File: src/rtl/varlat_id_fifo.sv
// Small in-order FIFO of master indices for granted bank transactions.
// The head entry is visible combinationally so a response can be routed
// in the same cycle it arrives. Push and pop may coincide at any
// occupancy, including full.
module varlat_id_fifo #(
    parameter int unsigned Width = 2,
    parameter int unsigned Depth = 2
) (
    input  logic             clk_i,
    input  logic             rst_ni,
    input  logic             push_i,
    input  logic [Width-1:0] data_i,
    input  logic             pop_i,
    output logic [Width-1:0] data_o,
    output logic             full_o,
    output logic             empty_o
);
    localparam int unsigned PtrWidth = (Depth > 1) ? $clog2(Depth) : 1;
    localparam int unsigned CntWidth = $clog2(Depth) + 1;
    localparam logic [PtrWidth-1:0] LastPtr  = PtrWidth'(Depth - 1);
    localparam logic [CntWidth-1:0] DepthCnt = CntWidth'(Depth);

    logic [Width-1:0]    mem_q [Depth];
    logic [PtrWidth-1:0] wr_ptr_q;
    logic [PtrWidth-1:0] rd_ptr_q;
    logic [CntWidth-1:0] cnt_q;
    logic                do_push;
    logic                do_pop;

    assign full_o  = (cnt_q == DepthCnt);
    assign empty_o = (cnt_q == '0);
    // A push into a full FIFO is only legal when the head leaves this cycle.
    assign do_push = push_i & (~full_o | pop_i);
    assign do_pop  = pop_i & ~empty_o;
    assign data_o  = mem_q[rd_ptr_q];

    // Storage array; entries need no reset because occupancy gates their use.
    always_ff @(posedge clk_i) begin
        if (do_push) begin
            mem_q[wr_ptr_q] <= data_i;
        end
    end

    // Pointer and occupancy bookkeeping, pointers wrapping at Depth.
    always_ff @(posedge clk_i or negedge rst_ni) begin
        if (!rst_ni) begin
            wr_ptr_q <= '0;
            rd_ptr_q <= '0;
            cnt_q    <= '0;
        end else begin
            if (do_push) begin
                wr_ptr_q <= (wr_ptr_q == LastPtr) ? '0 : wr_ptr_q + 1'b1;
            end
            if (do_pop) begin
                rd_ptr_q <= (rd_ptr_q == LastPtr) ? '0 : rd_ptr_q + 1'b1;
            end
            case ({do_push, do_pop})
                2'b10:   cnt_q <= cnt_q + 1'b1;
                2'b01:   cnt_q <= cnt_q - 1'b1;
                default: cnt_q <= cnt_q;
            endcase
        end
    end
endmodule

File: src/rtl/bank_arb_resp_demux_varlat.sv
// Round-robin arbiter in front of one memory bank, with an in-order ID
// FIFO that steers variable-latency bank responses back to the master
// that was granted. Request path and response path are both combinational.
module bank_arb_resp_demux_varlat #(
    parameter int unsigned NumIn          = 4,
    parameter int unsigned ReqDataWidth   = 32,
    parameter int unsigned RespDataWidth  = 32,
    parameter int unsigned MaxOutstanding = 2,
    parameter int unsigned LogNumIn       = (NumIn > 1) ? $clog2(NumIn) : 1
) (
    input  logic                                 clk_i,
    input  logic                                 rst_ni,
    input  logic [NumIn-1:0]                     req_i,
    input  logic [NumIn-1:0][ReqDataWidth-1:0]   data_i,
    output logic [NumIn-1:0]                     gnt_o,
    output logic [NumIn-1:0]                     vld_o,
    output logic [NumIn-1:0][RespDataWidth-1:0]  rdata_o,
    output logic                                 req_o,
    input  logic                                 gnt_i,
    output logic [ReqDataWidth-1:0]              data_o,
    input  logic                                 vld_i,
    input  logic [RespDataWidth-1:0]             rdata_i
);
    logic [LogNumIn-1:0] winner;
    logic [LogNumIn-1:0] head_id;
    logic                fifo_full;
    logic                fifo_empty;
    logic                pop;
    logic                accept;
    logic                handshake;

    // A response only counts if some grant is still waiting for it.
    assign pop       = vld_i & ~fifo_empty;
    assign accept    = ~fifo_full | pop;
    assign req_o     = (|req_i) & accept;
    assign handshake = req_o & gnt_i;
    assign data_o    = data_i[winner];

    generate
        if (NumIn > 1) begin : g_arb
            localparam logic [LogNumIn-1:0] LastIdx = LogNumIn'(NumIn - 1);
            logic [LogNumIn-1:0] rr_q;
            logic                found;

            // Pick the first requester at or after rr_q, wrapping to 0.
            always_comb begin
                winner = '0;
                found  = 1'b0;
                for (int k = 0; k < NumIn; k++) begin
                    if (!found && req_i[k] && (LogNumIn'(k) >= rr_q)) begin
                        winner = LogNumIn'(k);
                        found  = 1'b1;
                    end
                end
                for (int k = 0; k < NumIn; k++) begin
                    if (!found && req_i[k]) begin
                        winner = LogNumIn'(k);
                        found  = 1'b1;
                    end
                end
            end

            // Priority moves past the winner only on a completed handshake.
            always_ff @(posedge clk_i or negedge rst_ni) begin
                if (!rst_ni) begin
                    rr_q <= '0;
                end else if (handshake) begin
                    rr_q <= (winner == LastIdx) ? '0 : winner + 1'b1;
                end
            end
        end else begin : g_single
            assign winner = '0;
        end
    endgenerate

    varlat_id_fifo #(
        .Width (LogNumIn),
        .Depth (MaxOutstanding)
    ) u_id_fifo (
        .clk_i   (clk_i),
        .rst_ni  (rst_ni),
        .push_i  (handshake),
        .data_i  (winner),
        .pop_i   (pop),
        .data_o  (head_id),
        .full_o  (fifo_full),
        .empty_o (fifo_empty)
    );

    generate
        for (genvar gi = 0; gi < NumIn; gi++) begin : g_port
            assign gnt_o[gi]   = handshake & (winner == LogNumIn'(gi));
            assign vld_o[gi]   = pop & (head_id == LogNumIn'(gi));
            assign rdata_o[gi] = rdata_i;
        end
    endgenerate

    // Simulation checks: legal parameters, orphan responses, one-hot strobes.
    always_ff @(posedge clk_i) begin
        if (rst_ni) begin
            assert (NumIn > 0)
                else $error("NumIn must be at least 1");
            assert ((MaxOutstanding != 0) && ((MaxOutstanding & (MaxOutstanding - 1)) == 0))
                else $error("MaxOutstanding must be a power of two");
            assert (!(vld_i && fifo_empty))
                else $warning("bank response with no outstanding grant dropped");
            assert ($onehot0(gnt_o))
                else $error("more than one grant asserted");
            assert ($onehot0(vld_o))
                else $error("more than one response valid asserted");
        end
    end
endmodule

File: config.mk
export PLATFORM = sky130hd
export DESIGN_NAME = bank_arb_resp_demux_varlat
export DESIGN_NICKNAME = d
export VERILOG_FILES = /design/src/rtl/varlat_id_fifo.sv /design/src/rtl/bank_arb_resp_demux_varlat.sv
export SDC_FILE = /design/constraint.sdc
export NUM_CORES = 1
export LEC_CHECK = 0
export ABC_AREA = 1
export CAP_MARGIN = 40
export CORE_AREA = 2 2 131 133
export CTS_BUF_LIST = sky130_fd_sc_hd__clkbuf_8
export DETAILED_ROUTE_END_ITERATION = 10
export DIE_AREA = 0 0 133 135
export SYNTH_ARGS = -nofsm -noshare
export SYNTH_HDL_FRONTEND = slang
export SYNTH_SLANG_ARGS = --single-unit
File: constraint.sdc
create_clock -name clk_i -period 1.8 [get_ports clk_i]
set_input_delay 0.36 -clock clk_i [delete_from_list [all_inputs] [get_ports clk_i]]
set_output_delay 0.36 -clock clk_i [all_outputs]
set_load 0.1 [all_outputs]
---- Word-level counts from Yosys, hierarchy flattened ----
Memory sizes are Yosys's and may differ from the RTL's.
Index checks and enable logic that the tools add are counted.
word-level totals
  flip-flop bits (word level) ............. 6
  logic and storage cells ................. 85
  memories kept ........................... 1
  bits of input ports ..................... 168
  memory bits (writable) .................. 4
  output and inout bits ................... 169
cells by class
  $lt $le $gt $ge ......................... 5
  bitwise operators ....................... 16
  add/sub/neg operators ................... 5
  muxes and demuxes ....................... 22
  eq/ne operators ......................... 9
  reductions and logical operators ........ 23
memory list
  name             words  width  rd ports  clocked after Yosys merged registers in  write ports  RTL line              source
  u_id_fifo.mem_q  2      2      1         0                                        1            varlat_id_fifo.sv:23  logic [Width-1:0] mem_q [Depth];
operator list
  kind                   number
  $bmux W32 S2           1
  $mux W32               1
  $mux W2                7
  $and A1 B1 Y1          13
  $eq A2 B2 Y1 const B   6
  $mux W1                12
  $logic_and A1 B1 Y1    11
  $logic_not A1 Y1       7
  $eq A2 B1 Y1 const B   3
  $logic_not A2 Y1       3
  $add A2 B1 Y2 const B  2
  $ge A1 B2 Y1 const A   2
  $ge A2 B2 Y1 const A   2
  $pmux W2 S2            1
  $reduce_or A4 Y1       1
  $lt A2 B3 Y1 const B   1
  $add A1 B1 Y1 const B  2
  $not A1 Y1             2
  $reduce_bool A2 Y1     1
  $sub A2 B1 Y2 const B  1
  $or A1 B1 Y1           1

---- Logic depth before layout (Yosys ltp) ----
Gate-level depths: netlist of run 1.
  depth after elaboration ................. 29
  gate-level depth with buffers ........... 12
  gate-level depth less buffers ........... 10

---- Hierarchy ----
A second synthesis of run 1 with hierarchy kept.
second synthesis, totals
  cell total of the unflattened synthesis .. 610
  area, all modules ....................... 3372.0 µm²
by module, submodules not included
  module                      seq. area each (µm²)  cells an instance  instances  area an instance (µm²)
  bank_arb_resp_demux_varlat  50.0                  568                1          2990.4
  varlat_id_fifo              220.2                 42                 1          381.6

---- Worst setup path after synthesis of run 1 ----
No wires, ideal clock.
  kind .................................... reg-to-output
  start ................................... register u_id_fifo.cnt_q[0]
  end ..................................... output port vld_o[2]
  setup slack ............................. -1.432 ns
  path buffers ............................ 0
  cell stages (with the launch flop) ...... 5
  data arrival time ....................... 2.872 ns
  cell sequence ........................... dfrtp_1 -> inv_1 -> a21oi_1 -> inv_1 -> nor3_1
on the way
  word-level cells in the longest chain between the ends .. 4
ends and longest elaborated chain
  what                      RTL line                          source
  start: declaration        varlat_id_fifo.sv:26              logic [CntWidth-1:0] cnt_q;
  start signal: assignment  varlat_id_fifo.sv:58              2'b10: cnt_q <= cnt_q + 1'b1;
  start signal: assignment  varlat_id_fifo.sv:59              2'b01: cnt_q <= cnt_q - 1'b1;
  start signal: assignment  varlat_id_fifo.sv:60              default: cnt_q <= cnt_q;
  $logic_not A2 Y1          varlat_id_fifo.sv:31              assign empty_o = (cnt_q == '0);
  $not A1 Y1                bank_arb_resp_demux_varlat.sv:33  assign pop = vld_i & ~fifo_empty;
  $and A1 B1 Y1             bank_arb_resp_demux_varlat.sv:33
  $and A1 B1 Y1             bank_arb_resp_demux_varlat.sv:93  assign vld_o[gi] = pop & (head_id == LogNumIn'(gi));
  end: declaration          bank_arb_resp_demux_varlat.sv:16  output logic [NumIn-1:0] vld_o,
Every way passes these cells.

---- Final worst setup path of run 1 ----
  start ................................... register g_arb.rr_q[1]
  end ..................................... output port gnt_o[0]
on the way
  word-level cells in the longest chain between the ends .. 29
  elaborated cells on any way between the ends .. 38
  those cells by class .................... order compare: 4; mux: 14; bitwise: 1; reduce/logical: 19
ends and longest elaborated chain
  what                              RTL line                          source
  start: declaration                bank_arb_resp_demux_varlat.sv:42  logic [LogNumIn-1:0] rr_q;
  start signal: assignment          bank_arb_resp_demux_varlat.sv:68  rr_q <= (winner == LastIdx) ? '0 : winner + 1'b1;
  $ge A1 B2 Y1                      bank_arb_resp_demux_varlat.sv:50  if (!found && req_i[k] && (LogNumIn'(k) >= rr_q)) begin
  $logic_and A1 B1 Y1               bank_arb_resp_demux_varlat.sv:50
  $mux W1                           bank_arb_resp_demux_varlat.sv:50
  $logic_not A1 Y1                  bank_arb_resp_demux_varlat.sv:50
  $logic_and A1 B1 Y1 (2 in a row)  bank_arb_resp_demux_varlat.sv:50
  $mux W1                           bank_arb_resp_demux_varlat.sv:50
  $logic_not A1 Y1                  bank_arb_resp_demux_varlat.sv:50
  $logic_and A1 B1 Y1 (2 in a row)  bank_arb_resp_demux_varlat.sv:50
  (+11 left out)                    n/a
  $logic_not A1 Y1                  bank_arb_resp_demux_varlat.sv:56  if (!found && req_i[k]) begin
  $logic_and A1 B1 Y1               bank_arb_resp_demux_varlat.sv:56
  $mux W1                           bank_arb_resp_demux_varlat.sv:56
  $logic_not A1 Y1                  bank_arb_resp_demux_varlat.sv:56
  $logic_and A1 B1 Y1               bank_arb_resp_demux_varlat.sv:56
  $mux W2 *                         bank_arb_resp_demux_varlat.sv:56
  $logic_not A2 Y1 *                bank_arb_resp_demux_varlat.sv:92  assign gnt_o[gi] = handshake & (winner == LogNumIn'(gi));
  $and A1 B1 Y1 *                   bank_arb_resp_demux_varlat.sv:92
  end: declaration                  bank_arb_resp_demux_varlat.sv:15  output logic [NumIn-1:0] gnt_o,
Every way passes the cells marked *; elsewhere a longest branch is shown, timed or not.

==> results of run 1 <==
-- sequential cells by signal, summed over array words and instances, names as in the netlist --
signal	count
g_arb.rr_q	2
u_id_fifo.cnt_q	2
u_id_fifo.wr_ptr_q	1
u_id_fifo.rd_ptr_q	1
u_id_fifo.mem_q	4
-- final timing paths --
| path | start | end | slack [ns] | cells after the start |
|---|---|---|---|---|
| worst max-delay path | g_arb.rr_q[1]$_DFFE_PN0P_ | gnt_o[0] | -0.54 | 12 |
| worst min-delay path | rst_ni | u_id_fifo.wr_ptr_q$_DFFE_PN0P_ | 0.36 | 1 |
| worst max register to register | g_arb.rr_q[0]$_DFFE_PN0P_ | g_arb.rr_q[0]$_DFFE_PN0P_ | 0.08 | 11 |
| worst min register to register | u_id_fifo.cnt_q[0]$_DFFE_PN0P_ | u_id_fifo.cnt_q[0]$_DFFE_PN0P_ | 0.50 | 1 |
| max in group asynchronous | rst_ni | u_id_fifo.rd_ptr_q$_DFFE_PN0P_ | 1.20 | 1 |
| min in group clk_i | u_id_fifo.cnt_q[0]$_DFFE_PN0P_ | u_id_fifo.cnt_q[0]$_DFFE_PN0P_ | 0.50 | 1 |
-- final cells by class --
cell class | count | area [um^2] | area share
sequential | 10 | 272.8 | 0.04200
multi-input combinational | 283 | 2336 | 0.3597
clock inverter | 1 | 3.754 | 0.0005780
tap | 220 | 275.3 | 0.04239
inverter | 146 | 554.3 | 0.08536
timing repair buffer | 234 | 3010 | 0.4636
clock buffer | 3 | 41.29 | 0.006358
-- critical path, cell delays in order, from the launching register on --
cell and delay [ns]:
sky130_fd_sc_hd__dfrtp_1 0.42, sky130_fd_sc_hd__buf_4 0.16, sky130_fd_sc_hd__nor2_2 0.12, sky130_fd_sc_hd__a21oi_2 0.06, sky130_fd_sc_hd__nand3_4 0.09, sky130_fd_sc_hd__buf_12 0.13
sky130_fd_sc_hd__nand2_8 0.10, sky130_fd_sc_hd__buf_12 0.16, sky130_fd_sc_hd__inv_4 0.06, sky130_fd_sc_hd__ha_4 0.13, sky130_fd_sc_hd__inv_2 0.04, sky130_fd_sc_hd__nor2_4 0.09
sky130_fd_sc_hd__buf_12 0.18
-- power groups by stage --
stage,Sequential [mW],Clock [mW],Combinational (mW)
floorplan,0.426,0,7.59
global placement,0.441,0,9.47
detailed placement,0.444,0,9.48
CTS,0.447,0.237,10.3
global route,0.462,0.250,11.7
finish,0.451,0.238,11.2
-- logic make-up (layout without fill, tap and decap cells) --
| family | count (synthesis) | count (layout) | synth area share |
|---|---|---|---|
| buffers and inverters | 301 | 384 | 0.5098 |
| AND/OR/NAND/NOR | 262 | 263 | 0.3564 |
| AO/OA/AOI/OAI | 10 | 10 | 0.01768 |
| flip-flops | 10 | 10 | 0.08305 |
| adder cells (fa/ha/maj) | 5 | 5 | 0.01922 |
| XOR/XNOR | 4 | 4 | 0.01077 |
| multiplexers | 1 | 1 | 0.003076 |
-- layer usage --
layer,share of wire,vias up
met4,0.010,0
li1,-,1817
met2,0.54,205
met1,0.37,1681
met3,0.078,15
met5,0,-
-- timing repair --
| item | in CTS | in global routing |
|---|---|---|
| setup buffers | 3 | 12 |
| endpoints found under the setup margin | 44 | 43 |
| gates cloned | 4 | 10 |
| pin swaps | 19 | 11 |
| gates resized for setup | 105 | 41 |
-- through the flow --
step	setup slack [ns]	hold WS [ns]	utilization
4_1_cts	-0.5451	0.3684	0.3676
6_report	-0.5431	0.3628	0.3958
3_3_place_gp	-0.6776	0.5231	0.3277
2_1_floorplan	-0.3128	0.06441	-
5_1_grt	-0.6176	0.3804	0.3958
3_5_place_dp	-0.7032	0.5271	0.3277
-- cell usage in the layout (no fill, tap or decap), drive strengths merged, types with 5 or more instances in the layout --
cell           instances
a21oi                  5
buf                   92
clkbuf                13
clkdlybuf4s50        130
dfrtp                  6
ha                     5
inv                  146
nand2                116
nand3                131
nor2                  14
o21ai                  5
==> results summary, run 1 <==
The count of cell types in the netlist is 24. The placer's final routability congestion estimate is 0.7964. The total routing usage reported by global routing is 0.1370. The sequential fraction of design power is 0.038. The total design power is 11.90 mW. The switching power of the nets is 7.015 mW. The count of boundary I/O pins came out at 337. The share of synthesized area in the top cell type comes to 0.2999. The count of final setup violators is 36. The worst hold path belongs to the class input port to asynchronous set/reset pin. The maximum clock path buffer count came out at 2.

The first global-routing pass estimated 19.61 mm of wire. TritonCTS built the clock tree. The endpoint type of the worst setup path is a primary output. The count of max-cap constraint violations came out at 0.

The post-CTS clock slew at the launch and capture registers of the worst setup and hold paths came out at 0.05 ns. Among all cell types in the netlist, the one instantiated most often is sky130_fd_sc_hd__inv_1. The starting density of the core is 0.1984.

The wire length reported by the detailed router is 14.26 mm. The number of rows created at floorplan came out at 47. The fraction of synthesis flops using an asynchronous set or reset pin came out at 0.6000. The instance count of the mapped netlist came out at 593. The part of the total power dissipated in combinational logic is 0.942.

The first detailed-routing pass took 4 iterations. The number of global-route vias before repair came out at 3627. The final reports fail on setup timing.

The clock group share of total power is 0.020. The largest driver fanout on the critical path is 6. The final critical-path required period came out at 2.343 ns. Counting the fill cells in the layout gives 1639.

The total of flip-flops plus latches after synthesis came out at 10. Entering global routing, the biggest net connects 47 pins. The met1 capacity usage during global routing came out at 0.1486. Summing over every cut layer, the via total after detailed routing is 3718. For this run, the number of Yosys warnings is 0. Of the cells placed in the final design, the portion with a size suffix greater than 1 is 0.4018. The area of placed instances came out at 0.005376 mm^2.

The tree is rooted in a sky130_fd_sc_hd__clkbuf_8. The post-cts hold buffer count came out at 0. Summing every instance area after synthesis gives 0.003254 mm^2. The latest clock arrival within the worst-skew pair came out at 0.24 ns. The final number of hold-violating endpoints came out at 0. The count of non-filler cells in the finished layout is 897. The global routing usage on met3 came out at 0.04167. Ranked by instance count, the synthesized netlist is headed by 145 x sky130_fd_sc_hd__inv_1, 130 x sky130_fd_sc_hd__buf_4, 130 x sky130_fd_sc_hd__nand3_1. The post-synthesis average cell area came out at 5.488 um^2. For the final routed database, the setup TNS stands at -18.23 ns. The die covers 0.01796 mm^2. The number of antenna violations at the first check in global routing came out at 0. The internal power summed over all cells came out at 4.887 mW. In this run the horizontal extent of the chip is 133 um. The busiest metal layer after global routing is met2. The number of clock sinks is 10. In this run the number of H-tree levels came out at 1. The clock arrives with 0.003576 ns of skew.

The total power divided by cell area is 1833 mW/mm^2. In the post-synthesis netlist, the biggest area contributors are sky130_fd_sc_hd__buf_4 30%, sky130_fd_sc_hd__nand3_1 20%, sky130_fd_sc_hd__inv_1 17%. The total area inside the core boundary comes to 0.01641 mm^2.

The number of max-slew violations in the final report was 0. The remaining routing DRC violations is 0. The sum of overflow across all layers after global routing came out at 0.

The normalized max-slew margin is 0.8153. When the netlist entered floorplanning its net count stood at 766. The via density per instance came out at 4.145. The final standard cell area without fillers came out at 0.006494 mm^2. The antenna diode count came out at 0. The mean routed wirelength per cell is 15.90 um. Setup repair after global routing could not meet its margin everywhere. The global-route met2 utilization came out at 0.2668. The fraction of power spent switching nets is 0.5894. The reported leakage power is 3.215 nW. sky130_fd_sc_hd__buf_4 takes more of the synthesized area than any other cell. In this run, CTS created clock tree buffers numbering 3. The number of nets still failing antenna checks after routing came out at 0.

The peak supply drop came out at 1.318 mV. The number of buffer cells added on primary ports is 176. From synthesis to final layout, the design area changed by 99.54%.

In the final design database the tool counted 851 nets. The share of the clock period used by the worst path is 1.302. The vertical die dimension came out at 135 um. The sequential area share after synthesis is 0.08304. The detailed placement HPWL came out at 9.452 mm. At the pin with the least slew margin, the transition time is 0.2762 ns. The maximum frequency from static timing analysis came out at 426.8 MHz. The worst setup path is launched from a flop. For the worst setup path, the data required time is 1.44 ns. The worst setup margin came out at -0.5431 ns.

The setup path with the least slack is of type flop to primary output. The number of DRC markers in iteration 0 came out at 126. Including well taps, the total number of placed cells is 864. The flow ran to the end, but the final reports show violations. The arrival time at the worst endpoint is 1.98 ns. In the synthesized netlist the dominant register cell turns out to be sky130_fd_sc_hd__dfrtp_1. The synthesized design contains 4 enable-type register cells.
Note: power is estimated with default switching activity, not from simulation.
==> run 2, diff against run 1 <==
- clock period: 1.8 -> 2.1 ns (I/O delays scaled with it)
==> run 2 against run 1 <==
The flow still finishes with violations (setup timing). Sequential cell count unchanged. Core utilization down 2.7 points. Register-to-register slack better by 0.23 ns. Die area unchanged. Global-route usage down 0.72 points. Worst setup slack better by 0.27 ns. First-iteration DRC count up 26%. Critical endpoint is now data_o[24].
==> results summary, run 2 (synthesis gave the netlist of run 1 again) <==
The number of buffer cells added on primary ports came out at 176. The count of final setup violators is 36. The number of global-route vias before repair is 3531. The via density per instance is 4.036. The horizontal die dimension came out at 133 um. The floorplan step defined a die boundary enclosing 0.01796 mm^2. The mean routed wirelength per cell came out at 14.77 um. The total routing usage reported by global routing is 0.1298. Dividing the final minimum period by the clock period gives 1.131. IR analysis of the VDD net gives a maximum drop of 0.9869 mV. Along the worst path, the maximum fanout reaches 5. The number of DRC markers in iteration 0 is 159. The largest registers in the layout are u_id_fifo.mem_q x4, g_arb.rr_q x2, u_id_fifo.cnt_q x2. The top register by number of flip-flops is u_id_fifo.mem_q. The number of clock sinks came out at 10.

The initial utilization of the core area, before any placement, comes to 0.1984. The critical path goes through nor2_4, nand2_2, nand2_4, nor2_4, a21oi_4, buf_12, buf_12, buf_16, nand3_2, nand2_4, buf_12. Entering global routing, the biggest net connects 43 pins. The most common cell after layout, fill and taps aside is sky130_fd_sc_hd__inv_1. Row generation in the floorplan step produced 47 rows. The flow ran to the end, but the final reports show violations. After detailed routing, the number of remaining DRC violations is 0. The worst setup margin is -0.2751 ns. The cell repeated most along the worst path is sky130_fd_sc_hd__buf_12. The setup TNS is -8.674 ns. Compared with the post-synthesis result, the final layout area differs by 85.81%. The number of flip-flops in the largest register came out at 4.

The final number of hold-violating endpoints is 0. The clock reaches the later pin of the worst-skew pair after 0.23 ns. The arrival time at the worst endpoint came out at 1.96 ns. TritonCTS built the clock tree. For this run, the detailed router's first-pass iteration total came to 4.

The number of fill cells came out at 1681. The first global-routing pass estimated 18.66 mm of wire. The reported leakage power came out at 3.043 nW. The data required time of the critical path came out at 1.68 ns. The checks that failed: setup timing. For this design, the slowest cell found on the critical path is sky130_fd_sc_hd__dfrtp_2. Across the run, the number of max-cap violations was 0. The root buffer cell is sky130_fd_sc_hd__clkbuf_8.

The detailed placement HPWL came out at 9.189 mm. The count of boundary I/O pins came out at 337. The library cells used most frequently in the layout, excluding fill and tap cells, are 136 x sky130_fd_sc_hd__inv_1, 130 x sky130_fd_sc_hd__clkdlybuf4s50_1, 90 x sky130_fd_sc_hd__nand3_1. The count of nets after finishing came out at 838. The critical path class is flop to primary output.

The placeable core region is 0.01641 mm^2. Headroom to the max-slew limit came out at 0.7787. The number of max-slew violations in the final report was 0.

The post-cts hold buffer count came out at 0. The number of buffers added by the clock tree synthesis step is 3. In this run the number of H-tree levels came out at 1. The number of nets still failing antenna checks after routing came out at 0. Setup repair after global routing could not meet its margin everywhere. The worst hold path belongs to the class input port to asynchronous set/reset pin. The maximum clock path buffer count is 2. The congestion estimate from routability-driven global placement came to 0.7690. The wire length reported by the detailed router came out at 13.07 mm. The maximum frequency from static timing analysis came out at 421.0 MHz. The final standard cell area without fillers came out at 0.006047 mm^2. The total area of multi-input combinational cells came out at 0.002036 mm^2. The area of placed instances is 0.005249 mm^2. Clock-pin slew was measured on the worst setup and hold paths at 0.05 ns. Detailed routing inserted a total of 3572 vias. The vertical die dimension came out at 135 um. Summed over all layers, the global routing overflow is 0. The fraction of layout cells with a size suffix above 1 came out at 0.3343. The startpoint class of the critical path is a flop. The largest stage delay on the critical path came out at 0.44 ns. The actual slew at the worst max-slew pin came out at 0.3255 ns. After layout, the minimum clock period comes to 2.375 ns. The number of antenna violations at the first check in global routing was 1. The worst setup skew after layout came out at 0.001830 ns. STA classifies the critical path endpoint as a primary output. Summing all flip-flop and latch instances after layout gives 272.8 um^2.

For this design the ratio of total power to cell area is 1620 mW/mm^2.
## run 2: where the power goes
part	internal, mW	switching (mW)
registers	0.304	0.0788
clock network	0.128	0.0690
logic	3.60	5.61
## run 2: worst paths after layout
kind | from | to | depth (start not counted) | slack [ns]
worst max-delay path | g_arb.rr_q[1]$_DFFE_PN0P_ | data_o[24] | 11 | -0.28
worst min-delay path | rst_ni | u_id_fifo.wr_ptr_q$_DFFE_PN0P_ | 1 | 0.45
worst max register to register | g_arb.rr_q[1]$_DFFE_PN0P_ | g_arb.rr_q[0]$_DFFE_PN0P_ | 13 | 0.31
worst min register to register | u_id_fifo.cnt_q[0]$_DFFE_PN0P_ | u_id_fifo.cnt_q[0]$_DFFE_PN0P_ | 1 | 0.54
max in group asynchronous | rst_ni | g_arb.rr_q[1]$_DFFE_PN0P_ | 1 | 1.38
min in group clk_i | u_id_fifo.cnt_q[0]$_DFFE_PN0P_ | u_id_fifo.cnt_q[0]$_DFFE_PN0P_ | 1 | 0.54
## run 2: worst max-delay path, delay by kind of cell, from the launching register on
family                 cells  cell delay (ns)
and+or+nand+nor            6             0.57
buffers and inverters      4             0.54
DFF                        1             0.44
AOI/OAI and AO/OA          1             0.16
## run 2: layer usage
layer | part of all wire | track usage | vias up
met5 | 0 | 0 | -
met4 | 0.0061 | 0.01792 | 0
met3 | 0.090 | 0.04992 | 8
met2 | 0.51 | 0.2340 | 190
met1 | 0.39 | 0.1490 | 1592
li1 | - | - | 1782
## run 2: final cells by class
cell class / instances / area share
antenna: 1 / 0.0004138
inverter: 146 / 0.09166
clock inverter: 1 / 0.0006207
sequential: 10 / 0.04511
multi-input combinational: 282 / 0.3366
timing repair buffer: 222 / 0.4732
clock buffer: 3 / 0.006828
tap: 220 / 0.04552
## run 2: stage by stage
step	utilization	setup slack, ns	power (mW)	hold slack (ns)	instances
after floorplan	-	-0.3967	6.618	0.1244	593
after global placement	0.3199	-0.5114	8.400	0.5014	861
after detailed placement	0.3199	-0.5225	8.433	0.5235	861
after CTS	0.3454	-0.2614	9.273	0.4561	876
after global routing	0.3684	-0.3569	10.24	0.4747	884
final	0.3686	-0.2751	9.796	0.4531	885
## run 2: what timing repair did
item	4_1_cts	5_1_grt
buffers inserted	7	2
resized for setup	43	62
setup endpoints to repair	42	41
hold endpoints to repair	0	0
gates cloned	4	6
pin swaps	13	13
==> run 3, diff against run 2 <==
- CORE_AREA: 2 2 131 133 -> 2 2 132 134
- DIE_AREA: 0 0 133 135 -> 0 0 134 136
- clock period: 2.1 -> 2.3 ns (I/O delays scaled with it)
==> run 3 against run 2 <==
The flow still finishes with violations (setup timing). Final cell count up 1.0%. Total power down 11%. Register-to-register slack better by 0.30 ns. Clock power up 9%. Hold slack better by 0.019 ns. Core utilization down 0.97 points. Largest cell class unchanged. Highest routed layer unchanged.
==> results summary, run 3 (synthesis gave the netlist of run 1 again) <==
The run finished, with violations left. The final reports fail on setup timing. The final number of hold-violating endpoints came out at 0. Setup repair after global routing could not meet its margin everywhere. The number of buffer cells added on primary ports came out at 176. TritonCTS built the clock tree. The arrival time at the worst endpoint came out at 1.94 ns. Setup total negative slack on the finished layout was measured at -2.400 ns. Setup violations remaining at the end of the flow were counted as 36.

The register with the most flip-flops in the layout has 4 of them. Summed over all nets, wire length on met2 after detailed routing comes to 7.135 mm. The count of non-filler cells in the finished layout came out at 894. The actual slew at the worst max-slew pin came out at 0.3565 ns.

The final route contains 3574 vias. The worst setup skew after layout came out at 0.002561 ns. The number of clock sinks came out at 10. The placeable core region came out at 0.01688 mm^2. The number of global-route vias before repair is 3492.

The number of detailed-route iterations in the first pass is 4. The latest clock arrival within the worst-skew pair is 0.23 ns. The data required time of the critical path came out at 1.84 ns. The count of nets after finishing came out at 843. The total routing usage reported by global routing is 0.1218.

Using the TritonRoute via totals, the vias-per-cell ratio works out to 3.998. The worst setup margin is -0.1049 ns. The internal power summed over all cells is 3.623 mW. For this design the ratio of total power to cell area is 1447 mW/mm^2. The maximum frequency from static timing analysis is 415.8 MHz. The critical path buffer and inverter count is 3. The vertical die dimension is 136 um.

The root buffer cell is sky130_fd_sc_hd__clkbuf_8. The clock passes through at most 2 buffers. Counting flops per register, the top entry is u_id_fifo.mem_q.

The horizontal die dimension is 134 um. The floorplan step defined a die boundary enclosing 0.01822 mm^2. The remaining routing DRC violations is 0.

For this design, the slowest cell found on the critical path is sky130_fd_sc_hd__dfrtp_1. In the layout the commonest cells are 138 x sky130_fd_sc_hd__inv_1, 131 x sky130_fd_sc_hd__clkdlybuf4s50_1, 76 x sky130_fd_sc_hd__nand3_1. The detailed placement HPWL came out at 9.241 mm. The largest registers in the layout are u_id_fifo.mem_q x4, g_arb.rr_q x2, u_id_fifo.cnt_q x2. Clock-pin slew was measured on the worst setup and hold paths at 0.05 ns. Measured against its own limit, the worst slew margin works out to 0.7598. Along the worst path, the maximum fanout reaches 7. The number of fill cells came out at 1757. The number of DRC markers in iteration 0 came out at 66. For this design the total switching power over the nets is 5.142 mW. The antenna diode count came out at 0. The share of the clock period used by the worst path is 1.046. The final critical-path required period came out at 2.405 ns. The number of cells after detailed placement came out at 873. Entering global routing, the biggest net connects 36 pins. The number of rows created at floorplan is 48. The maximum level of the CTS H-tree is 1. The area growth from synthesis to layout is 86.08%. The critical path is of the flop to primary output type. The routed wire length on met3 is 1.130 mm. The post-route met1 wirelength is 4.572 mm. Traced cell by cell, the critical path runs through nor2_4, nand2_2, nand2_4, nor2_4, a21oi_4, buf_12, buf_4, nand3_2, nand2_2, buf_12. Routability-driven placement finished with a final weighted congestion of 0.7500. The sequential fraction of design power came out at 0.039. The routed design has 12.91 mm of wire. The startpoint class of the critical path is a flop. The share of total power dissipated in the clock network is 0.025. In the final layout, the share of cells above drive strength 1 is 0.3483. The total design power came out at 8.765 mW.

The part of the total power dissipated in combinational logic is 0.937. The worst setup path is captured at a primary output. After global routing the overflow that remains totals 0. Signal routing reaches up to met4. Leaving out fill and tap cells, the most frequent cell in the layout is sky130_fd_sc_hd__inv_1.

The peak supply drop is 0.9045 mV. Counting the buffers created by CTS gives 3. The reported leakage power is 3.031 nW. The number of max-slew violations in the final report came to 0. The count of boundary I/O pins is 337. The largest stage delay on the critical path came out at 0.43 ns. The mean routed wirelength per cell came out at 14.44 um. The number of antenna violations at the first check in global routing came out at 0. The worst hold path class is input port to asynchronous set/reset pin.

The utilization after layout came out at 0.3588. Max-cap violations in this run came to 0. The starting density of the core is 0.1928.

The fraction of power spent switching nets came out at 0.5867. The wire length of the first global-routing pass came out at 17.77 mm. The number of nets still failing antenna checks after routing came out at 0. The largest delay contributor family on the critical path is simple AND/OR/NAND/NOR gates.
==> run 3: changes by cell type in the layout (fill, tap and decap cells not counted), moves of 2 or more <==
cell | before | now
sky130_fd_sc_hd__nand3_2 | 33 | 44
sky130_fd_sc_hd__buf_6 | 3 | 8
sky130_fd_sc_hd__inv_2 | 8 | 6
sky130_fd_sc_hd__nand2_2 | 27 | 41
sky130_fd_sc_hd__buf_8 | 0 | 3
sky130_fd_sc_hd__nand2_4 | 26 | 7
sky130_fd_sc_hd__clkbuf_16 | 4 | 6
sky130_fd_sc_hd__nand3_1 | 90 | 76
sky130_fd_sc_hd__nand2_1 | 59 | 65
sky130_fd_sc_hd__a21oi_2 | 3 | 1
sky130_fd_sc_hd__buf_12 | 56 | 51
sky130_fd_sc_hd__inv_1 | 136 | 138
sky130_fd_sc_hd__nand3_4 | 8 | 11
sky130_fd_sc_hd__nor2_2 | 2 | 4
==> run 3: per-stage QoR <==
| stage | area, um^2 | hold WS [ns] | setup WS, ns |
|---|---|---|---|
| 2_1_floorplan | 3400 | 0.1644 | -0.2703 |
| 3_3_place_gp | 5116 | 0.5028 | -0.3667 |
| 3_5_place_dp | 5116 | 0.5050 | -0.3802 |
| 4_1_cts | 5533 | 0.4775 | -0.1018 |
| 5_1_grt | 6056 | 0.4837 | -0.1842 |
| 6_report | 6056 | 0.4723 | -0.1049 |
==> run 3: layout make-up <==
class / count / area, um^2 / area share
Timing Repair Buffer: 227 / 2888 / 0.4769
Multi-Input combinational cell: 282 / 2006 / 0.3312
Sequential cell: 10 / 271.5 / 0.04483
Tap cell: 225 / 281.5 / 0.04649
Inverter: 146 / 554.3 / 0.09153
Clock buffer: 4 / 55.05 / 0.009091
==> run 3: worst paths after layout <==
kind                                                startpoint                              to  slack (ns)  cells after the start
worst max register to register       g_arb.rr_q[0]$_DFFE_PN0P_       g_arb.rr_q[0]$_DFFE_PN0P_        0.61                     11
min in group clk_i              u_id_fifo.cnt_q[0]$_DFFE_PN0P_  u_id_fifo.cnt_q[0]$_DFFE_PN0P_        0.51                      1
worst max-delay path                 g_arb.rr_q[0]$_DFFE_PN0P_                       data_o[0]       -0.10                     10
worst min-delay path                                    rst_ni  u_id_fifo.rd_ptr_q$_DFFE_PN0P_        0.47                      1
worst min register to register  u_id_fifo.cnt_q[0]$_DFFE_PN0P_  u_id_fifo.cnt_q[0]$_DFFE_PN0P_        0.51                      1
max in group asynchronous                               rst_ni       g_arb.rr_q[1]$_DFFE_PN0P_        1.59                      1
==> run 3: what timing repair did <==
| item | in CTS | in global routing |
|---|---|---|
| pin swaps | 22 | 44 |
| endpoints found under the setup margin | 36 | 36 |
| hold endpoints to repair | 0 | 0 |
| cloned | 3 | 7 |
| gates resized for setup | 65 | 80 |
| hold buffers | 0 | 0 |
| buffers inserted | 8 | 1 |
==> run 3: worst reg2reg max path: stages, from the launching register on <==
cell and delay, ns:
sky130_fd_sc_hd__dfrtp_1 0.43, sky130_fd_sc_hd__nor2_4 0.15, sky130_fd_sc_hd__nand2_2 0.09, sky130_fd_sc_hd__buf_4 0.16, sky130_fd_sc_hd__nand2_8 0.10, sky130_fd_sc_hd__buf_6 0.15, sky130_fd_sc_hd__nand2_4 0.08, sky130_fd_sc_hd__ha_4 0.17
sky130_fd_sc_hd__inv_4 0.06, sky130_fd_sc_hd__buf_4 0.09, sky130_fd_sc_hd__nand2_1 0.05, sky130_fd_sc_hd__o21ai_1 0.10
==> run 3: power by group through the flow <==
stage	Sequential (mW)	Combinational (mW)	Clock, mW
2_1_floorplan	0.315	5.45	0
3_3_place_gp	0.327	7.12	0
3_5_place_dp	0.326	7.15	0
4_1_cts	0.330	7.60	0.222
5_1_grt	0.349	8.59	0.232
6_report	0.339	8.21	0.215
==> run 3: layer usage <==
metal / up-vias / GRT usage
met2: 202 / 0.2433
met1: 1575 / 0.1282
met5: - / 0
met3: 4 / 0.03952
li1: 1793 / -
met4: 0 / 0.009456
